**src/rtl/cpu_pkg.sv**
```systemverilog
// Shared encodings for the pipelined CPU: load types, write-back sources, link offset.
// Pure definitions, no logic; no latency or backpressure of its own.
// Imported by the MEM/WB stage and its load alignment helper.
package cpu_pkg;

    localparam logic [2:0] LT_LW  = 3'b000;
    localparam logic [2:0] LT_LH  = 3'b001;
    localparam logic [2:0] LT_LHU = 3'b010;
    localparam logic [2:0] LT_LB  = 3'b011;
    localparam logic [2:0] LT_LBU = 3'b100;

    localparam logic [1:0] WB_ALU  = 2'b00;
    localparam logic [1:0] WB_MEM  = 2'b01;
    localparam logic [1:0] WB_LINK = 2'b10;

    localparam int LINK_OFS = 8;

    // Bundle presented to the register-file write port and forwarding network.
    typedef struct packed {
        logic        vld;
        logic        we;
        logic [4:0]  rd;
        logic        misalign;
    } wb_ctl_t;

endpackage

```
**src/rtl/load_align.sv**
```systemverilog
// Selects and sign/zero-extends the addressed byte/halfword of a little-endian load word.
// Combinational, zero latency.
// No flow control; output follows inputs.
module load_align
    import cpu_pkg::*;
#(
    parameter int W = 32
) (
    input  logic [W-1:0] rdata,
    input  logic [2:0]   load_type,
    input  logic [1:0]   a,
    output logic [W-1:0] data,
    output logic         misalign
);

    logic [7:0]  b;
    logic [15:0] h;

    always_comb begin
        b        = rdata[{a, 3'b000} +: 8];
        h        = rdata[{a[1], 4'b0000} +: 16];
        data     = rdata;
        misalign = 1'b0;
        case (load_type)
            LT_LH: begin
                data     = {{(W-16){h[15]}}, h};
                misalign = a[0];
            end
            LT_LHU: begin
                data     = {{(W-16){1'b0}}, h};
                misalign = a[0];
            end
            LT_LB:  data = {{(W-8){b[7]}}, b};
            LT_LBU: data = {{(W-8){1'b0}}, b};
            // Undefined encodings behave as a full-word load.
            default: begin
                data     = rdata;
                misalign = (a != 2'b00);
            end
        endcase
    end

endmodule

```
**src/rtl/mem_wb_stage.sv**
```systemverilog
// MEM->WB pipeline register: load alignment, write-back select, misalign flag, retired counter.
// One falling-edge latency from MEM inputs to WB outputs.
// No handshake: stall holds everything, clear inserts a bubble (clear beats stall).
module mem_wb_stage
    import cpu_pkg::*;
#(
    parameter int W     = 32,
    parameter int CNT_W = 32
) (
    input  logic             clk,
    input  logic             rst_n,
    input  logic             clear,
    input  logic             stall,
    input  logic             in_valid,
    input  logic [W-1:0]     PC,
    input  logic             regwrite_in,
    input  logic [1:0]       wb_sel,
    input  logic [2:0]       load_type,
    input  logic [4:0]       rd_in,
    input  logic [W-1:0]     alu_in,
    input  logic [W-1:0]     mem_rdata,
    output logic             wb_valid,
    output logic             wb_we,
    output logic [4:0]       wb_rd,
    output logic [W-1:0]     wb_data,
    output logic [W-1:0]     wb_pc,
    output logic             misalign,
    output logic [CNT_W-1:0] retired_cnt
);

    logic [W-1:0] ld_data;
    logic         ld_mis;
    logic [W-1:0] data_next;
    wb_ctl_t      ctl_next;
    wb_ctl_t      ctl_q;

    load_align #(.W(W)) u_load_align (
        .rdata     (mem_rdata),
        .load_type (load_type),
        .a         (alu_in[1:0]),
        .data      (ld_data),
        .misalign  (ld_mis)
    );

    always_comb begin
        case (wb_sel)
            WB_MEM:  data_next = ld_data;
            WB_LINK: data_next = PC + W'(LINK_OFS);
            default: data_next = alu_in;
        endcase
        ctl_next.vld      = in_valid;
        ctl_next.rd       = rd_in;
        ctl_next.misalign = in_valid && (wb_sel == WB_MEM) && ld_mis;
        // A misaligned load is retired but must not corrupt the register file.
        ctl_next.we       = in_valid && regwrite_in && (rd_in != 5'd0) && !ctl_next.misalign;
    end

    always_ff @(negedge clk or negedge rst_n) begin
        if (!rst_n) begin
            ctl_q       <= '0;
            wb_data     <= '0;
            wb_pc       <= '0;
            retired_cnt <= '0;
        end else if (clear) begin
            ctl_q   <= '0;
            wb_data <= '0;
            wb_pc   <= '0;
        end else if (!stall) begin
            ctl_q   <= ctl_next;
            wb_data <= data_next;
            wb_pc   <= PC;
            if (in_valid)
                retired_cnt <= retired_cnt + CNT_W'(1);
        end
    end

    assign wb_valid = ctl_q.vld;
    assign wb_we    = ctl_q.we;
    assign wb_rd    = ctl_q.rd;
    assign misalign = ctl_q.misalign;

endmodule

```
**config.mk**
```make
export PLATFORM = sky130hd
export DESIGN_NAME = mem_wb_stage
export DESIGN_NICKNAME = d
export VERILOG_FILES = /design/src/rtl/cpu_pkg.sv /design/src/rtl/load_align.sv /design/src/rtl/mem_wb_stage.sv
export SDC_FILE = /design/constraint.sdc
export NUM_CORES = 1
export LEC_CHECK = 0
export ABC_AREA = 1
export BUFFER_PORTS_ARGS = -buffer_cell sky130_fd_sc_hd__buf_2
export CORE_UTILIZATION = 45
export DETAILED_ROUTE_END_ITERATION = 6
export PLACE_DENSITY = 0.76
export SYNTH_ARGS = -nofsm -noshare
export SYNTH_HDL_FRONTEND = slang
export SYNTH_SLANG_ARGS = --single-unit
```
**constraint.sdc**
```tcl
create_clock -name clk -period 3.83 [get_ports clk]
set_input_delay 0.5745 -clock clk [delete_from_list [all_inputs] [get_ports clk]]
set_output_delay 0.5745 -clock clk [all_outputs]
set_load 0.01 [all_outputs]
```
Yosys cells after proc, flatten, opt, wreduce, memory -nomap -nowiden. Cells that the tools add are included.

Output and inout port bits: 104. Bits in registers: 104. Logic and storage cells: 40.

Bitwise logic cells: 2. Reductions and logical operators: 11. Muxes and demuxes: 9. Eq/ne operators: 7. $add $sub $neg: 2. Shift-type cells: 2.

Operator list (number): $mux 32 (4); $pmux 32 s4 (1); $pmux 32 s2 (1); $add 32x1->32 const B (1); $add 32x4->32 const B (1); $shiftx 32x6->16 (1); $shiftx 32x6->8 (1); $mux 8 (2); $eq 3x2->1 const B (2); $logic_and 1x1->1 (5); $reduce_bool 5->1 (1); $reduce_or 2->1 (2); $eq 3x1->1 const B (1); $eq 3x3->1 const B (1); $reduce_and 3->1 (1); $eq 2x1->1 const B (1); $eq 2x2->1 const B (1); $ne 2x2->1 const B (1); $not 1->1 (2); $pmux 1 s2 (1); $reduce_bool 2->1 (1); $logic_not 1->1 (1).

Longest topological paths before layout. Gate-level depths: netlist of run 1.

Word-level depth: 8. Depth in mapped cells: 11. Mapped depth without buffers: 11.

Hierarchy. From an unflattened synthesis of run 1, not the netlist that was laid out.

Cells, all modules: 1057. Area total of the unflattened synthesis: 6952.9 sq um.

Modules (own cells, without submodules): mem_wb_stage (area an instance 5908.2 sq um, cells an instance 835, sequential area each 2602.5 sq um, times used 1); load_align (area an instance 1044.8 sq um, cells an instance 222, sequential area each 0.0 sq um, times used 1).

==> metrics.md, run 1 <==
| Metric | Value |
|---|---|
| Final ANT Viol Nets | 0 |
| Critical Path Most Common Cell | nand2_1 |
| Final WL | 23.7 mm |
| CTS sink cnt | 104 |
| Row count | 45 |
| Post-CTS setup buffers | 0 |
| Slew margin rel. | 0.636 |
| DP Wirelength | 18.5 mm |
| Port buffer count | 215 |
| Routed wire per std cell | 15.6 um |
| YS warnings | 0 |
| Worst EP arrival | 2.04 ns |
| Worst Setup End Kind | register |
| Top cell type's share of synthesized area | 0.370 |
| Area grow syn2layout | 28.7% |
| Boundary Pins | 216 |
| CTS tree | yes |
| Critical Path RT | 2.13 ns |
| TNS Setup | 0 ns |
| Initial antenna violation count | 3 |
| Worst path depth | 11 |
| Largest family of logic cells by synthesized area | simple AND/OR/NAND/NOR gates |
| R2r endpoint | retired_cnt[24] |
| Most common cell after layout, fill and taps aside | nand2_1 |
| Static Leak | 4.97 nW |
| Slew Limit Fails | 0 |
| Hold depth | 2 |
| Final Hold Fails | 0 |
| Bufs and invs on worst path | 1 |
| R2R setup slack | 2.05 ns |
| Worst setup path start | PC[3] |
| Post-synth cell types | 38 |
| Cells after DPL | 1495 |
| Total power | 2.92 mW |
| Reg2reg start | retired_cnt[0] |
| GR Overflow Total | 0 |
| Largest net degree at the start of global routing | 73 |
| Post-CTS resize count | 0 |
| Hold Buf Count CTS | 0 |
| Seq cells post-synth | 104 |
| Max Clock Skew | 0.00644 ns |
| Post-synthesis xor/xnor area fraction | 0.0349 |
| Drt initial violations | 570 |
| Worst R2R Path Depth | 8 |
| Top cell family by delay on the critical path | simple AND/OR/NAND/NOR gates |
| Die Span X | 127 um |
| Post-Synth Adder-Cell Area | 0.00712 |
| DR pass1 iterations | 5 |
| CTS Root Cell | clkbuf_16 |
| Initial Utilization | 0.462 |
| DRC | 0 |
| Via count | 7940 |
| P per Cell Area | 323 mW/mm^2 |
| Layout cells sized above 1 | 0.254 |
| Most frequent cells in the layout | nand2_1, buf_2, nor2_1, inv_1, dfrtn_1 |
| Sequential-to-total area share from yosys stat | 0.370 |
| Worst path max stage delay | 0.29 ns |
| H-tree depth | 3 |
| Worst slew pin tran | 0.542 ns |
| Setup crit end | wb_data[23] |
| Mux contribution to synthesized area | 0 |
| # fillers | 1452 |
| Syn nets | 1181 |
| Post-Syn Area | 0.00703 sq mm |
| Setup violations, final | 0 |
| HP Class | reg -> reg |
| Area leader, netlist | dfrtn_1 |
| Peak VDD IR | 0.223 mV |
| # nets final | 1434 |
| First-pass GRT wire length | 38.4 mm |
| Max cap viols | 0 |
| Outcome | completed |
| Vias per cell | 5.24 |
| CP cell instances | buf_2 > ha_1 > nand2_1 > nor2_1 > nand2_1 > nor2_1 > nand3_1 > nand3_1 > nand3_1 > nand2_1 > nand2_1 |
| Critical Path Fanout Max | 6 |
| Cts bufs inserted | 9 |
| Core area | 0.0152 sq mm |
| GRT Overall Usage | 0.305 |
| Number of global-route vias before repair | 7616 |
| Die area | 0.0161 sq mm |
| Largest cells by area after synthesis | dfrtn_1, nand2_1, nor2_1 |
| Critical Path Start Type | primary input |
| Worst skew pair latency | 0.36 ns |
| Gpl congestion | 0.927 |
| Unrepaired setup endpoints after global routing | false |
| Reg clk slew, reported paths | 0.06 ns |
| Compound-Gate Fraction of Synth Area | 0.0967 |
| Final Non-Filler Cells | 1515 |
| Vert. Die Dim | 127 um |
| Slowest CP cell | nor2_1 |
| Hold WS | 0.421 ns |
| Synth Area in Simple Gates | 0.400 |
| Post-Syn Instances | 1065 |
| Clk buf depth | 2 |
| CP Class | in -> reg |
| Avg Cell Area, Syn | 6.60 sq um |
## layout make-up
cell class	instances	area [sq um]	share of cell area
timing repair buffer	283	1680	0.185
inverter	113	432	0.0477
multi-input combinational	807	3800	0.420
sequential	104	2600	0.288
clock buffer	10	239	0.0264
tap	188	235	0.0260
antenna	4	10.0	0.00111
clock inverter	6	51.3	0.00567
## Yosys cell counts, drive strengths merged
cell type	instances
a21o	1
or2	2
dfrtn	104
nor3	15
buf	20
o2111ai	1
nor2	137
nand3	104
clkbuf	21
xnor2	6
o211ai	14
nand4	8
a21oi	35
nor4	2
nand2	384
a31oi	2
o21ai	60
ha	4
and3	1
nor3b	1
inv	113
a22o	8
xor2	22
## flip-flops by register name, indices dropped and copies added, names as in the netlist
name and count:
wb_pc 32, wb_we 1, wb_valid 1, misalign 1, wb_rd 5, wb_data 32
retired_cnt 32
## worst min-delay path, delay by kind of cell (launching register included)
family	cells	cell delay [ns]
AND/OR/NAND/NOR	2	0.10
flip-flops	1	0.41
## report_power, final
part	total, mW	switching (mW)	internal (mW)
combinational	0.721	0.443	0.278
clock	0.927	0.459	0.468
sequential	1.27	0.0803	1.19
## stage by stage
stage	util	worst slack (ns)	area, sq um
after global routing	0.595	0.0171	9040
final	0.595	0.0966	9040
after global placement	0.575	-0.179	8740
after CTS	0.594	0.127	9030
after detailed placement	0.575	-0.246	8740
after floorplan	-	0.0683	7030
## how the worst min path moves through the flow
stage | start | end | slack, ns
finish | wb_data[31] | wb_data[31] | 0.42
floorplan | retired_cnt[28] | retired_cnt[28] | 0.46
CTS | wb_data[31] | wb_data[31] | 0.42
global route | wb_data[11] | wb_data[11] | 0.45
detailed placement | wb_data[31] | wb_data[31] | 0.42
global placement | wb_pc[9] | wb_pc[9] | 0.42
## layer usage
metal | global-route usage | vias up | share of wire
met2 | 0.500 | 371 | 0.46
met5 | 0 | - | 0
met4 | 0.111 | 0 | 0.029
met1 | 0.405 | 3645 | 0.43
li1 | - | 3876 | -
met3 | 0.0553 | 48 | 0.078
## logic make-up (layout without fill, tap and decap cells)
family / count (synthesis) / count (layout)
and+or+nand+nor: 654 / 654
buffers and inverters: 154 / 412
AOI/OAI and AO/OA: 121 / 121
DFF: 104 / 104
xor gates and xnor gates: 28 / 28
adders and majority gates: 4 / 4
other: 0 / 4
(Power assumes the default switching activity.)
==> run 2: changes to the inputs <==
- CORE_ASPECT_RATIO: default -> 2
==> metrics.md, run 2 (synthesis gave the netlist of run 1 again) <==
| Metric | Value |
|---|---|
| Outcome | completed (unchanged) |
| Die area | 0.0162 sq mm (was 0.0161 sq mm) |
| Number of global-route vias before repair | 8046 (was 7616) |
| Worst slew pin tran | 0.629 ns (was 0.542 ns) |
| Cells after DPL | 1522 (was 1495) |
| DRC | 0 (unchanged) |
| Worst skew pair latency | 0.36 ns (about the same) |
| PnR worst setup slack | 0.161 ns (was 0.0966 ns) |
| P per Cell Area | 334 mW/mm^2 (was 323 mW/mm^2) |
| Unrepaired setup endpoints after global routing | false (unchanged) |
| Slowest CP cell | nand3_1 (was nor2_1) |
| Clk buf depth | 2 (unchanged) |
| Port buffer count | 215 (unchanged) |
| Reg area | 0.00260 sq mm (unchanged) |
| Slew margin rel. | 0.577 (was 0.636) |
| Critical Path Most Common Cell | nand2_1 (unchanged) |
| Critical Path RT | 2.13 ns (about the same) |
| Static Leak | 5.09 nW (was 4.97 nW) |
| DP Wirelength | 23.5 mm (was 18.5 mm) |
| # fillers | 1533 (was 1452) |
| GRT Overall Usage | 0.365 (was 0.305) |
| Final Cell Area | 0.00926 sq mm (was 0.00904 sq mm) |
| Critical Path Fanout Max | 2 (was 6) |
| Area of the multi-input gates | 0.00380 sq mm (about the same) |
| Boundary Pins | 216 (unchanged) |
| Vias per cell | 5.27 (was 5.24) |
| Final Non-Filler Cells | 1538 (was 1515) |
| Most common cell after layout, fill and taps aside | nand2_1 (unchanged) |
| First-pass GRT wire length | 43.9 mm (was 38.4 mm) |
| GR Overflow Total | 0 (unchanged) |
| Vert. Die Dim | 179 um (was 127 um) |
| Peak VDD IR | 0.206 mV (was 0.223 mV) |
| CTS Root Cell | clkbuf_16 (unchanged) |
| DR pass1 iterations | 5 (unchanged) |
| Final Hold Fails | 0 (unchanged) |
| Final ANT Viol Nets | 0 (unchanged) |
| # nets final | 1451 (was 1434) |
| Setup violations, final | 0 (unchanged) |
| DP Worst Slack | -0.300 ns (was -0.246 ns) |
| Max Clock Skew | 0.00639 ns (was 0.00644 ns) |
| Routed wire per std cell | 18.8 um (was 15.6 um) |
| Die Span X | 90.4 um (was 127 um) |
| Critical Path Start Type | primary input (unchanged) |
| Slew Limit Fails | 0 (unchanged) |
| CTS sink cnt | 104 (unchanged) |
| CP cell instances | buf_2 > nand2_1 > buf_4 > nor2_1 > nand2_1 > nor2_1 > nand3_1 > nand3_1 > nand3_1 > nand2_1 > nand2_1 (was buf_2 > ha_1 > nand2_1 > nor2_1 > nand2_1 > nor2_1 > nand3_1 > nand3_1 > nand3_1 > nand2_1 > nand2_1) |
| Most frequent cells in the layout | nand2_1, buf_2, nor2_1, inv_1, dfrtn_1 (unchanged) |
| Reg clk slew, reported paths | 0.05 ns (was 0.06 ns) |
| Post-CTS setup buffers | 0 (unchanged) |
| CTS tree | yes (unchanged) |
| HP Class | reg -> reg (unchanged) |
| Worst path max stage delay | 0.22 ns (was 0.29 ns) |
| DP Area | 0.00892 sq mm (was 0.00874 sq mm) |
| Final core occ | 0.606 (was 0.595) |
| Worst EP arrival | 1.97 ns (was 2.04 ns) |
| Drt initial violations | 490 (was 570) |
| Via count | 8105 (was 7940) |
| Core area | 0.0153 sq mm (was 0.0152 sq mm) |
| Final WL | 28.9 mm (was 23.7 mm) |
| Row count | 64 (was 45) |
| Hold Buf Count CTS | 0 (unchanged) |
| Cts bufs inserted | 9 (unchanged) |
| Gpl congestion | 1.01 (was 0.927) |
| Initial antenna violation count | 0 (was 3) |
| R2R setup slack | 1.95 ns (was 2.05 ns) |
| Layout cells sized above 1 | 0.265 (was 0.254) |
| CP Class | in -> reg (unchanged) |
| Initial Utilization | 0.460 (was 0.462) |
| Largest net degree at the start of global routing | 73 (unchanged) |
| Worst Setup End Kind | register (unchanged) |
| Post-CTS resize count | 0 (unchanged) |
| Max cap viols | 0 (unchanged) |
| H-tree depth | 3 (unchanged) |
| Area grow syn2layout | 31.8% (was 28.7%) |
| Top flop regs | retired_cnt x32, wb_data x32, wb_pc x32 (unchanged) |
==> run 2: final timing paths <==
path                       cells after the start         endpoint            from
max                                           11      wb_data[24]           PC[9]
min                                            2      wb_data[14]     wb_data[14]
max reg2reg                                    8  retired_cnt[24]  retired_cnt[0]
max in group asynchronous                      2   retired_cnt[5]           rst_n
min reg2reg                                    2      wb_data[14]     wb_data[14]
min in group asynchronous                      1   retired_cnt[2]           rst_n
==> run 2: per-layer routing <==
layer | up-vias | part of all wire | global-route usage
met4 | 0 | 0.10 | 0.341
met3 | 123 | 0.042 | 0.0382
met1 | 3725 | 0.32 | 0.341
li1 | 3910 | - | -
met2 | 347 | 0.53 | 0.685
met5 | - | 0 | 0
==> run 2: power breakdown <==
part           internal, mW  switching, mW  leakage (nW)
logic                 0.291          0.483          3.55
clock network         0.595          0.455         0.158
registers              1.19         0.0828          1.38
==> run 2: critical path, delay by kind of cell <==
kind	cells	cell delay, ns
AND/OR/NAND/NOR	9	1.13
buffers and inverters	2	0.27
==> run 2: cell type report <==
| type | count | area share |
|---|---|---|
| Sequential cell | 104 | 0.281 |
| Antenna cell | 1 | 0.000270 |
| Clock inverter | 5 | 0.0100 |
| Timing Repair Buffer | 300 | 0.199 |
| Tap cell | 198 | 0.0267 |
| Multi-Input combinational cell | 807 | 0.411 |
| Inverter | 113 | 0.0466 |
| Clock buffer | 10 | 0.0258 |
==> run 2: metrics by stage <==
stage	power [mW]	TNS [ns]	hold slack (ns)
6_report	3.10	0	0.420
3_3_place_gp	2.05	-3.88	0.413
5_1_grt	3.22	0	0.439
3_5_place_dp	2.05	-5.09	0.415
4_1_cts	3.10	0	0.419
2_1_floorplan	1.66	0	0.461
